<file path="src/rtl/uart_async_rx_pkg.sv">
// Shared types and constants for the 16x-oversampled UART receiver.
// Includes the frame-state encoding, the sample-tick positions and a majority-vote helper.
package uart_async_rx_pkg;

  typedef enum logic [2:0] {
    ST_IDLE  = 3'd0,
    ST_START = 3'd1,
    ST_DATA  = 3'd2,
    ST_BIT9  = 3'd3,
    ST_STOP  = 3'd4
  } rx_state_e;

  localparam int         OVERSAMPLE     = 16;
  localparam logic [3:0] SAMPLE_A       = 4'd7;
  localparam logic [3:0] SAMPLE_B       = 4'd8;
  localparam logic [3:0] SAMPLE_C       = 4'd9;
  localparam logic [3:0] STOP_EVAL_TICK = 4'd9;
  localparam logic [3:0] LAST_TICK      = 4'(OVERSAMPLE - 1);

  typedef struct packed {
    logic       ferr;
    logic       rx9d;
    logic [7:0] data;
  } rx_frame_t;

  function automatic logic majority3(input logic a, input logic b, input logic c);
    return (a & b) | (a & c) | (b & c);
  endfunction

endpackage

</file>
<file path="src/rtl/uart_async_rx_fifo.sv">
// Two-entry RCREG FIFO holding {ferr, rx9d, data}; the head reads as zero when empty.
// A push into a full FIFO is accepted only when a pop happens in the same cycle.
module uart_async_rx_fifo
  import uart_async_rx_pkg::*;
#(
  parameter int DEPTH = 2
) (
  input  logic      clk,
  input  logic      rst,
  input  logic      push,
  input  rx_frame_t wdata,
  input  logic      pop,
  output rx_frame_t rdata,
  output logic      full,
  output logic      empty
);

  rx_frame_t  mem_q [2];
  rx_frame_t  mem_d [2];
  logic       wr_ptr_q, wr_ptr_d;
  logic       rd_ptr_q, rd_ptr_d;
  logic [1:0] count_q, count_d;
  logic       do_push_s, do_pop_s;

  assign empty     = (count_q == 2'd0);
  assign full      = (count_q == 2'(DEPTH));
  assign do_pop_s  = pop & ~empty;
  assign do_push_s = push & (~full | do_pop_s);
  assign rdata     = empty ? rx_frame_t'(10'd0) : mem_q[rd_ptr_q];

  // Pointer, count and storage update.
  always_comb begin
    mem_d    = mem_q;
    wr_ptr_d = wr_ptr_q;
    rd_ptr_d = rd_ptr_q;
    if (do_push_s) begin
      mem_d[wr_ptr_q] = wdata;
      wr_ptr_d        = ~wr_ptr_q;
    end else begin
      wr_ptr_d = wr_ptr_q;
    end
    if (do_pop_s) begin
      rd_ptr_d = ~rd_ptr_q;
    end else begin
      rd_ptr_d = rd_ptr_q;
    end
    case ({do_push_s, do_pop_s})
      2'b10:   count_d = count_q + 2'd1;
      2'b01:   count_d = count_q - 2'd1;
      default: count_d = count_q;
    endcase
  end

  // FIFO state registers.
  always_ff @(posedge clk) begin
    if (rst) begin
      mem_q[0] <= '0;
      mem_q[1] <= '0;
      wr_ptr_q <= 1'b0;
      rd_ptr_q <= 1'b0;
      count_q  <= 2'd0;
    end else begin
      mem_q[0] <= mem_d[0];
      mem_q[1] <= mem_d[1];
      wr_ptr_q <= wr_ptr_d;
      rd_ptr_q <= rd_ptr_d;
      count_q  <= count_d;
    end
  end

endmodule

</file>
<file path="src/rtl/uart_async_rx.sv">
// PIC16F-style asynchronous UART receiver: synchroniser, 16x tick/bit counters,
// 3-sample majority voter, frame FSM, overrun flag and a 2-deep RCREG FIFO.
module uart_async_rx
  import uart_async_rx_pkg::*;
#(
  parameter int SYNC_STAGES = 2,
  parameter int FIFO_DEPTH  = 2
) (
  input  logic       clk,
  input  logic       rst,
  input  logic       UART_RXD,
  input  logic       sample_en,
  input  logic       rx9,
  input  logic       cren,
  input  logic       aden,
  input  logic       rcreg_rd_en,
  output logic [7:0] rcreg_out,
  output logic       rx9d_out,
  output logic       ferr_out,
  output logic       oerr,
  output logic       rxif_set_en,
  output logic       rx_busy
);

  logic [SYNC_STAGES-1:0] sync_q, sync_d;
  rx_state_e              state_q, state_d;
  logic [3:0]             tick_q, tick_d;
  logic [2:0]             bit_cnt_q, bit_cnt_d;
  logic [2:0]             samp_q, samp_d;
  logic [8:0]             rsr_q, rsr_d;
  logic                   push_q, push_d;
  rx_frame_t              frame_q, frame_d;
  logic                   oerr_q, oerr_d;
  rx_frame_t              head_s;
  logic                   rxd_s, fifo_full_s, fifo_empty_s, pop_ok_s;
  logic                   bit_maj_s, stop_maj_s;

  assign sync_d     = {sync_q[SYNC_STAGES-2:0], UART_RXD};
  assign rxd_s      = sync_q[SYNC_STAGES-1];
  assign bit_maj_s  = majority3(samp_q[0], samp_q[1], samp_q[2]);
  // The stop bit is judged on the tick-9 strobe itself, so its third vote is the live input.
  assign stop_maj_s = majority3(samp_q[0], samp_q[1], rxd_s);
  assign pop_ok_s   = rcreg_rd_en & ~fifo_empty_s;

  // Next-state, sampling, shift register and overrun logic.
  always_comb begin
    state_d   = state_q;
    tick_d    = tick_q;
    bit_cnt_d = bit_cnt_q;
    samp_d    = samp_q;
    rsr_d     = rsr_q;
    push_d    = 1'b0;
    frame_d   = frame_q;
    oerr_d    = oerr_q;

    if (sample_en && (state_q != ST_IDLE)) begin
      case (tick_q)
        SAMPLE_A: samp_d[0] = rxd_s;
        SAMPLE_B: samp_d[1] = rxd_s;
        SAMPLE_C: samp_d[2] = rxd_s;
        default:  samp_d    = samp_q;
      endcase
    end else begin
      samp_d = samp_q;
    end

    if (sample_en) begin
      case (state_q)
        ST_IDLE: begin
          if (!rxd_s && !oerr_q) begin
            state_d = ST_START;
            tick_d  = 4'd0;
          end else begin
            state_d = ST_IDLE;
          end
        end
        ST_START: begin
          if (tick_q == LAST_TICK) begin
            tick_d = 4'd0;
            if (!bit_maj_s) begin
              state_d   = ST_DATA;
              bit_cnt_d = 3'd0;
              rsr_d     = 9'd0;
            end else begin
              state_d = ST_IDLE;
            end
          end else begin
            tick_d = tick_q + 4'd1;
          end
        end
        ST_DATA: begin
          if (tick_q == LAST_TICK) begin
            tick_d = 4'd0;
            rsr_d  = {rsr_q[8], bit_maj_s, rsr_q[7:1]};
            if (bit_cnt_q == 3'd7) begin
              state_d = rx9 ? ST_BIT9 : ST_STOP;
            end else begin
              bit_cnt_d = bit_cnt_q + 3'd1;
            end
          end else begin
            tick_d = tick_q + 4'd1;
          end
        end
        ST_BIT9: begin
          if (tick_q == LAST_TICK) begin
            tick_d   = 4'd0;
            rsr_d[8] = bit_maj_s;
            state_d  = ST_STOP;
          end else begin
            tick_d = tick_q + 4'd1;
          end
        end
        ST_STOP: begin
          if (tick_q == STOP_EVAL_TICK) begin
            tick_d       = 4'd0;
            state_d      = ST_IDLE;
            push_d       = ~(aden & rx9 & ~rsr_q[8]);
            frame_d.ferr = ~stop_maj_s;
            frame_d.rx9d = rx9 & rsr_q[8];
            frame_d.data = rsr_q[7:0];
          end else begin
            tick_d = tick_q + 4'd1;
          end
        end
        default: begin
          state_d = ST_IDLE;
          tick_d  = 4'd0;
        end
      endcase
    end else begin
      state_d = state_q;
    end

    if (push_q && fifo_full_s && !pop_ok_s) begin
      oerr_d = 1'b1;
    end else begin
      oerr_d = oerr_q;
    end

    // Disabling reception clears the overrun; an active overrun parks the FSM.
    if (!cren) begin
      state_d   = ST_IDLE;
      tick_d    = 4'd0;
      bit_cnt_d = 3'd0;
      push_d    = 1'b0;
      oerr_d    = 1'b0;
    end else if (oerr_q) begin
      state_d   = ST_IDLE;
      tick_d    = 4'd0;
      bit_cnt_d = 3'd0;
    end else begin
      oerr_d = oerr_d;
    end
  end

  // Receiver state registers.
  always_ff @(posedge clk) begin
    if (rst) begin
      sync_q    <= '1;
      state_q   <= ST_IDLE;
      tick_q    <= 4'd0;
      bit_cnt_q <= 3'd0;
      samp_q    <= 3'd0;
      rsr_q     <= 9'd0;
      push_q    <= 1'b0;
      frame_q   <= '0;
      oerr_q    <= 1'b0;
    end else begin
      sync_q    <= sync_d;
      state_q   <= state_d;
      tick_q    <= tick_d;
      bit_cnt_q <= bit_cnt_d;
      samp_q    <= samp_d;
      rsr_q     <= rsr_d;
      push_q    <= push_d;
      frame_q   <= frame_d;
      oerr_q    <= oerr_d;
    end
  end

  uart_async_rx_fifo #(
    .DEPTH (FIFO_DEPTH)
  ) u_fifo (
    .clk   (clk),
    .rst   (rst),
    .push  (push_q),
    .wdata (frame_q),
    .pop   (rcreg_rd_en),
    .rdata (head_s),
    .full  (fifo_full_s),
    .empty (fifo_empty_s)
  );

  assign rcreg_out   = head_s.data;
  assign rx9d_out    = head_s.rx9d;
  assign ferr_out    = head_s.ferr;
  assign oerr        = oerr_q;
  assign rxif_set_en = ~fifo_empty_s;
  assign rx_busy     = (state_q != ST_IDLE);

endmodule

</file>
<file path="config.mk">
export PLATFORM = sky130hd
export DESIGN_NAME = uart_async_rx
export DESIGN_NICKNAME = d
export VERILOG_FILES = /design/src/rtl/uart_async_rx_pkg.sv /design/src/rtl/uart_async_rx_fifo.sv /design/src/rtl/uart_async_rx.sv
export SDC_FILE = /design/constraint.sdc
export NUM_CORES = 1
export LEC_CHECK = 0
export CAP_MARGIN = 20
export CORE_ASPECT_RATIO = 1.25
export CORE_MARGIN = 8
export CORE_UTILIZATION = 57
export CTS_CLUSTER_SIZE = 20
export DETAILED_ROUTE_END_ITERATION = 6
export PLACE_DENSITY = 0.78
export SYNTH_ARGS = -nofsm -noshare
export SYNTH_HDL_FRONTEND = slang
export SYNTH_SLANG_ARGS = --single-unit
</file>
<file path="constraint.sdc">
create_clock -name clk -period 2.4 [get_ports clk]
set_input_delay 0.48 -clock clk [delete_from_list [all_inputs] [get_ports clk]]
set_output_delay 0.48 -clock clk [all_outputs]
set_load 0.02 [all_outputs]
</file>
==> results of run 1 <==
## registers in the layout, summed over array words and instances, names as in the netlist, 2 cells and up
name,count
bit_cnt_q,3
frame_q,10
rsr_q,9
samp_q,3
state_q,3
sync_q,2
tick_q,4
u_fifo.count_q,2
u_fifo.mem_q,20
## through the flow
| step | hold slack (ns) | utilization | instance area [µm²] | setup slack, ns |
|---|---|---|---|---|
| 3_3_place_gp | 0.395 | 0.654 | 2890 | 0.125 |
| 2_1_floorplan | 0.389 | - | 2630 | 0.591 |
| 5_1_grt | 0.434 | 0.703 | 3110 | 0.0155 |
| 3_5_place_dp | 0.429 | 0.654 | 2890 | 0.0499 |
| 6_report | 0.430 | 0.703 | 3110 | 0.144 |
| 4_1_cts | 0.437 | 0.701 | 3100 | 0.0962 |
## cell type report
type | instances | area (µm²) | share of cell area
Multi-Input combinational cell | 193 | 1340 | 0.431
Sequential cell | 60 | 1200 | 0.386
Timing Repair Buffer | 27 | 265 | 0.0853
Clock buffer | 13 | 179 | 0.0575
Tap cell | 58 | 72.6 | 0.0233
Clock inverter | 1 | 30.0 | 0.00966
Inverter | 6 | 22.5 | 0.00724
## how the worst min path moves through the flow
stage                                 endpoint  slack (ns)
after floorplan           sync_q[1]$_SDFF_PP1_        0.39
after global placement    sync_q[1]$_SDFF_PP1_        0.40
after detailed placement  sync_q[1]$_SDFF_PP1_        0.43
after CTS                 sync_q[1]$_SDFF_PP1_        0.44
after global routing      sync_q[1]$_SDFF_PP1_        0.43
final                     sync_q[1]$_SDFF_PP1_        0.43
## logic make-up (layout without fill, tap and decap cells)
logic type	after synthesis	after routing	synth area share
xor gates and xnor gates	4	4	0.0133
muxes	44	44	0.168
DFF	60	60	0.456
buffers and inverters	23	47	0.0395
and+or+nand+nor	103	103	0.192
AOI/OAI and AO/OA	35	35	0.0984
adders and majority gates	7	7	0.0323
## report_power, final
part	leakage, nW	total [mW]	internal, mW	switching [mW]
combinational	0.683	0.0497	0.0206	0.0290
clock	0.108	0.934	0.581	0.352
sequential	0.483	1.00	0.998	0.00235
total	1.27	1.98	1.60	0.384
## routing by layer
| metal | vias to the layer above | wire length, µm |
|---|---|---|
| li1 | 1002 | - |
| met1 | 929 | 2260 |
| met2 | 40 | 2410 |
| met3 | 13 | 211 |
| met4 | 0 | 165 |
| met5 | - | 0 |
## synthesized netlist by cell type (3+ instances only)
cell type | n | area [µm²]
clkbuf_1 | 9 | 33.8
ha_1 | 6 | 75.1
dfxtp_1 | 60 | 1200
nand2_1 | 11 | 41.3
a21oi_1 | 10 | 50.1
buf_2 | 5 | 25.0
inv_1 | 6 | 22.5
nor2_1 | 53 | 199
nand3_1 | 9 | 45.0
nor2b_1 | 3 | 18.8
or2_2 | 4 | 25.0
nor3_1 | 4 | 20.0
a22o_1 | 10 | 87.6
mux2i_1 | 43 | 430
nor3b_1 | 3 | 22.5
## repair_timing
action / CTS / global route
resized for setup: 1 / 1
pin swaps: 0 / 0
endpoints found under the setup margin: 11 / 1
hold buffers: 0 / 0
==> run_results.csv, run 1 <==
group,metric,value,unit
status,outcome,"finished clean",
floorplan,io-pin-count,21,
timing,min_period,2.26,ns
setup_path,critPathKind,"flip-flop to output pin",
synth,ys_seq_area_frac,0.456,
timing,tightest_slew,1.00,ns
synth,async_reset_ff_frac,0,
timing,grt_setup_unrepaired,"false",
worst_hold_path,min_from,"sync_q[0]$_SDFF_PP1_",
setup_path,critical_path.cell_chain,"buf_12 -> mux2i_1 -> nor2_1 -> clkdlybuf4s50_1",
power_and_ir_drop,total_power,1.98,mW
floorplan,die_area,7060,µm²
global_route,grt_util_all_layers,0.155,
global_route,top_usage_layer,"met2",
drt,dr.pass1.iters,4,
synth,synth_edf_count,0,
power_and_ir_drop,peakVddDrop,0.501,mV
drt,drcViolationCount,0,
clock_tree,cts_tree,"built",
global_route,antenna_found_initial,0,
finish,diodes,0,
floorplan,rows,27,
placement,dp.cells,344,
clock_tree,root_buffer,"clkbuf_8",
finish,final_nets,311,
synth,syn_nets,290,
power_and_ir_drop,leakage,1.27,nW
floorplan,die_w,76.8,µm
setup_path,timing.rr.start,"u_fifo.count_q[0]$_SDFFE_PP0P_",
setup_path,cp_num_buf_inv,2,
synth,synth_seq_cells,60,
setup_path,critPathCaptureType,"output pin",
floorplan,placeableCoreArea,4430,µm²
synth,synth_area,2630,µm²
worst_hold_path,hold_path.class,"flip-flop to flip-flop",
flow_run,drv_cap,0,
global_route,use_met1,0.173,
setup_path,crit_path_max_fanout,8,
setup_path,start_kind,"flip-flop",
floorplan,die_height,92.0,µm
clock_tree,cts_made_buffers,9,
timing,setup_viol,0,
drt,vias,1984,
timing,fin_skew,0.00640,ns
drt,detail-route-antenna-nets,0,
setup_path,reg2reg_to,"u_fifo.mem_q[10]$_SDFFE_PP0P_",
setup_path,ff2ff_path_depth,4,
global_route,grt_use_met2,0.247,
power_and_ir_drop,power.density,638,nW/µm²
timing,finalHoldViolations,0,
finish,drive_above_1_share,0.120,
synth,ys_warn_count,0,
timing,max_slew_margin,0.330,
timing,period_share,0.940,
placement,io_buffers,20,
clock_tree,h-tree-depth,3,
placement,place.gp.congestion,0.787,
finish,nFillCells,347,
global_route,gr-total-overflow,0,
finish,syn_to_final_growth,18.2,%
drt,drt-total-wl,5050,µm
global_route,grt_pass1_vias,1925,
synth,synthFlopType,"dfxtp_1",
drt,wl_per_cell,14.1,µm
synth,avgSynthCellArea,9.53,µm²
clock_tree,clk_pin_slew,0.06,ns
worst_hold_path,min_path_cells,1,
clock_tree,cts.path.max_buffers,2,
finish,layout_common_cells,"dfxtp_1 (60), nor2_1 (52), mux2i_1 (43)",
finish,mostFrequentLayoutCell,"dfxtp_1",
setup_path,crit_family,"buffers and inverters",
global_route,grt_pass1_wl,8940,µm
setup_path,crit_path_end,"rcreg_out[4]",
setup_path,arrival,1.78,ns
finish,final_cells,358,
synth,synth.distinct_cells,46,
setup_path,slowest_delay,0.55,ns
floorplan,initial_core_util,0.595,
setup_path,cp.required,1.92,ns
setup_path,cp_num_cells,4,
setup_path,critPathSlowestCell,"clkdlybuf4s50_1",
timing,drv_slew,0,
timing,final.setup.tns,0,ns
clock_tree,clk_latency,0.33,ns
synth,synth_cells,276,
clock_tree,clkSinkCount,60,
setup_path,rrSetupSlack,0.53,ns
drt,viasPerCell,5.54,
global_route,grt_max_degree,43,
timing,max_freq,443,MHz
global_route,grt_util_met3,0.0566,
setup_path,crit_start,"u_fifo.rd_ptr_q$_SDFFE_PP0P_",
placement,dp_hpwl,3580,µm
drt,drt-initial-drc-count,127,
clock_tree,cts_setup_buffers,0,
(Power assumes the default switching activity.)
==> inputs of run 2 (changes only) <==
--- a/config.mk
+++ b/config.mk
@@ -7,7 +7,6 @@
 export LEC_CHECK = 0
 export CAP_MARGIN = 20
 export CORE_ASPECT_RATIO = 1.25
-export CORE_MARGIN = 8
 export CORE_UTILIZATION = 57
 export CTS_CLUSTER_SIZE = 20
 export DETAILED_ROUTE_END_ITERATION = 6
==> run_results.csv, run 2 (synthesis results as in run 1) <==
group,metric,value,unit
status,outcome,"finished clean",
placement,io_buffers,20,
floorplan,die_height,78.0,µm
setup_path,cp.required,1.92,ns
timing,drv_slew,0,
timing,fin_skew,0.00887,ns
setup_path,crit_start,"state_q[2]$_SDFFE_PP0P_",
power_and_ir_drop,peakVddDrop,0.442,mV
placement,dp_hpwl,3290,µm
finish,reg_top3,"u_fifo.mem_q: 20 flops, frame_q: 10 flops, rsr_q: 9 flops",
clock_tree,cts_made_buffers,9,
drt,viasPerCell,5.48,
finish,drive_above_1_share,0.126,
drt,drt-initial-drc-count,119,
finish,final_area,3140,µm²
finish,regMostFlops,"u_fifo.mem_q",
global_route,grt_util_all_layers,0.229,
timing,max_slew_margin,0.350,
placement,placed_cell_area,2880,µm²
setup_path,critPathCaptureType,"output pin",
setup_path,arrival,1.78,ns
setup_path,timing.rr.start,"u_fifo.count_q[1]$_SDFFE_PP0P_",
flow_run,drv_cap,0,
floorplan,die_w,62.8,µm
drt,drcViolationCount,0,
clock_tree,clkSinkCount,60,
worst_hold_path,hold_path.class,"flip-flop to flip-flop",
setup_path,start_kind,"flip-flop",
placement,place.gp.congestion,0.818,
finish,largest_reg_flops,20,
clock_tree,cts_tree,"built",
global_route,antenna_found_initial,0,
power_and_ir_drop,leakage,1.29,nW
setup_path,slowest_delay,0.58,ns
drt,dr.pass1.iters,5,
timing,grt_setup_unrepaired,"false",
setup_path,critPathKind,"flip-flop to output pin",
global_route,grt_pass1_vias,1967,
setup_path,critical_path.cell_chain,"or3_1 -> clkdlybuf4s50_1",
clock_tree,ctsHoldBuffers,0,
timing,period_share,0.942,
global_route,grt_max_degree,43,
drt,wl_per_cell,13.3,µm
clock_tree,clk_pin_slew,0.07,ns
clock_tree,clk_latency,0.33,ns
worst_hold_path,min_from,"sync_q[0]$_SDFF_PP1_",
floorplan,die_area,4890,µm²
clock_tree,cts.path.max_buffers,2,
finish,layout_common_cells,"dfxtp_1 (60), nor2_1 (52), mux2i_1 (43)",
finish,fin_util,0.709,
timing,setup_viol,0,
timing,finalHoldViolations,0,
setup_path,critPathSlowestCell,"clkdlybuf4s50_1",
timing,final.setup.tns,0,ns
clock_tree,root_buffer,"clkbuf_8",
power_and_ir_drop,power.density,685,nW/µm²
timing,tightest_slew,0.971,ns
power_and_ir_drop,total_power,2.15,mW
floorplan,rows,27,
floorplan,io-pin-count,21,
finish,final_nets,311,
drt,vias,1974,
timing,min_period,2.26,ns
finish,nFillCells,350,
finish,mostFrequentLayoutCell,"dfxtp_1",
timing,max_freq,442,MHz
drt,drt-total-wl,4790,µm
global_route,gr-total-overflow,0,
global_route,grt_pass1_wl,8720,µm
finish,syn_to_final_growth,19.2,%
floorplan,placeableCoreArea,4430,µm²
setup_path,crit_path_max_fanout,11,
finish,diodes,0,
clock_tree,h-tree-depth,3,
drt,detail-route-antenna-nets,0,
floorplan,initial_core_util,0.595,
==> run 2: changes by cell type in the layout (fill, tap and decap cells not counted) <==
cell        delta
clkinv_2       +1
buf_12         -1
clkinvlp_4     +1
clkbuf_8       -3
buf_4          +1
bufinv_16      +2
clkinv_4       +1
==> run 2: through the flow <==
step	instances	worst slack, ns	hold slack [ns]
5_1_grt	360	0.0568	0.452
3_3_place_gp	344	0.113	0.395
6_report	360	0.138	0.420
3_5_place_dp	344	0.0676	0.406
2_1_floorplan	276	0.591	0.389
4_1_cts	360	0.0778	0.423
==> run 2: layout make-up <==
| cell class | instances | area (µm²) | area share |
|---|---|---|---|
| Clock inverter | 6 | 111 | 0.0355 |
| Sequential cell | 60 | 1200 | 0.383 |
| Clock buffer | 10 | 138 | 0.0439 |
| Tap cell | 58 | 72.6 | 0.0231 |
| Inverter | 6 | 22.5 | 0.00718 |
| Timing Repair Buffer | 27 | 253 | 0.0806 |
| Multi-Input combinational cell | 193 | 1340 | 0.427 |
==> run 2: path summary, 6_finish.rpt <==
kind / to / slack (ns) / cells past startpoint
setup / recovery: rx_busy / 0.14 / 2
hold / removal: sync_q[1]$_SDFF_PP1_ / 0.42 / 1
setup reg to reg: u_fifo.count_q[1]$_SDFFE_PP0P_ / 0.51 / 5
hold reg to reg: sync_q[1]$_SDFF_PP1_ / 0.42 / 1
==> run 2: critical path, delay by kind of cell, from the launching register on <==
family                 cells  cell delay [ns]
AND/OR/NAND/NOR            1             0.48
buffers and inverters      1             0.58
flip-flops                 1             0.39
==> run 2: what timing repair did <==
action / in CTS / in global routing
resized for setup: 1 / 1
endpoints found under the setup margin: 11 / 1
setup buffers: 0 / 0
==> run 2: report_power, final <==
part	switching [mW]	leakage, nW	internal (mW)
Clock	0.385	0.122	0.717
Combinational	0.0289	0.681	0.0198
Sequential	0.00166	0.483	0.997
==> run 2: routing by layer <==
layer,track usage,vias to the layer above,part of all wire
met5,0,-,0
met4,0.114,0,0.021
met3,0.0574,9,0.029
met2,0.390,36,0.50
met1,0.263,922,0.45
li1,-,1007,-
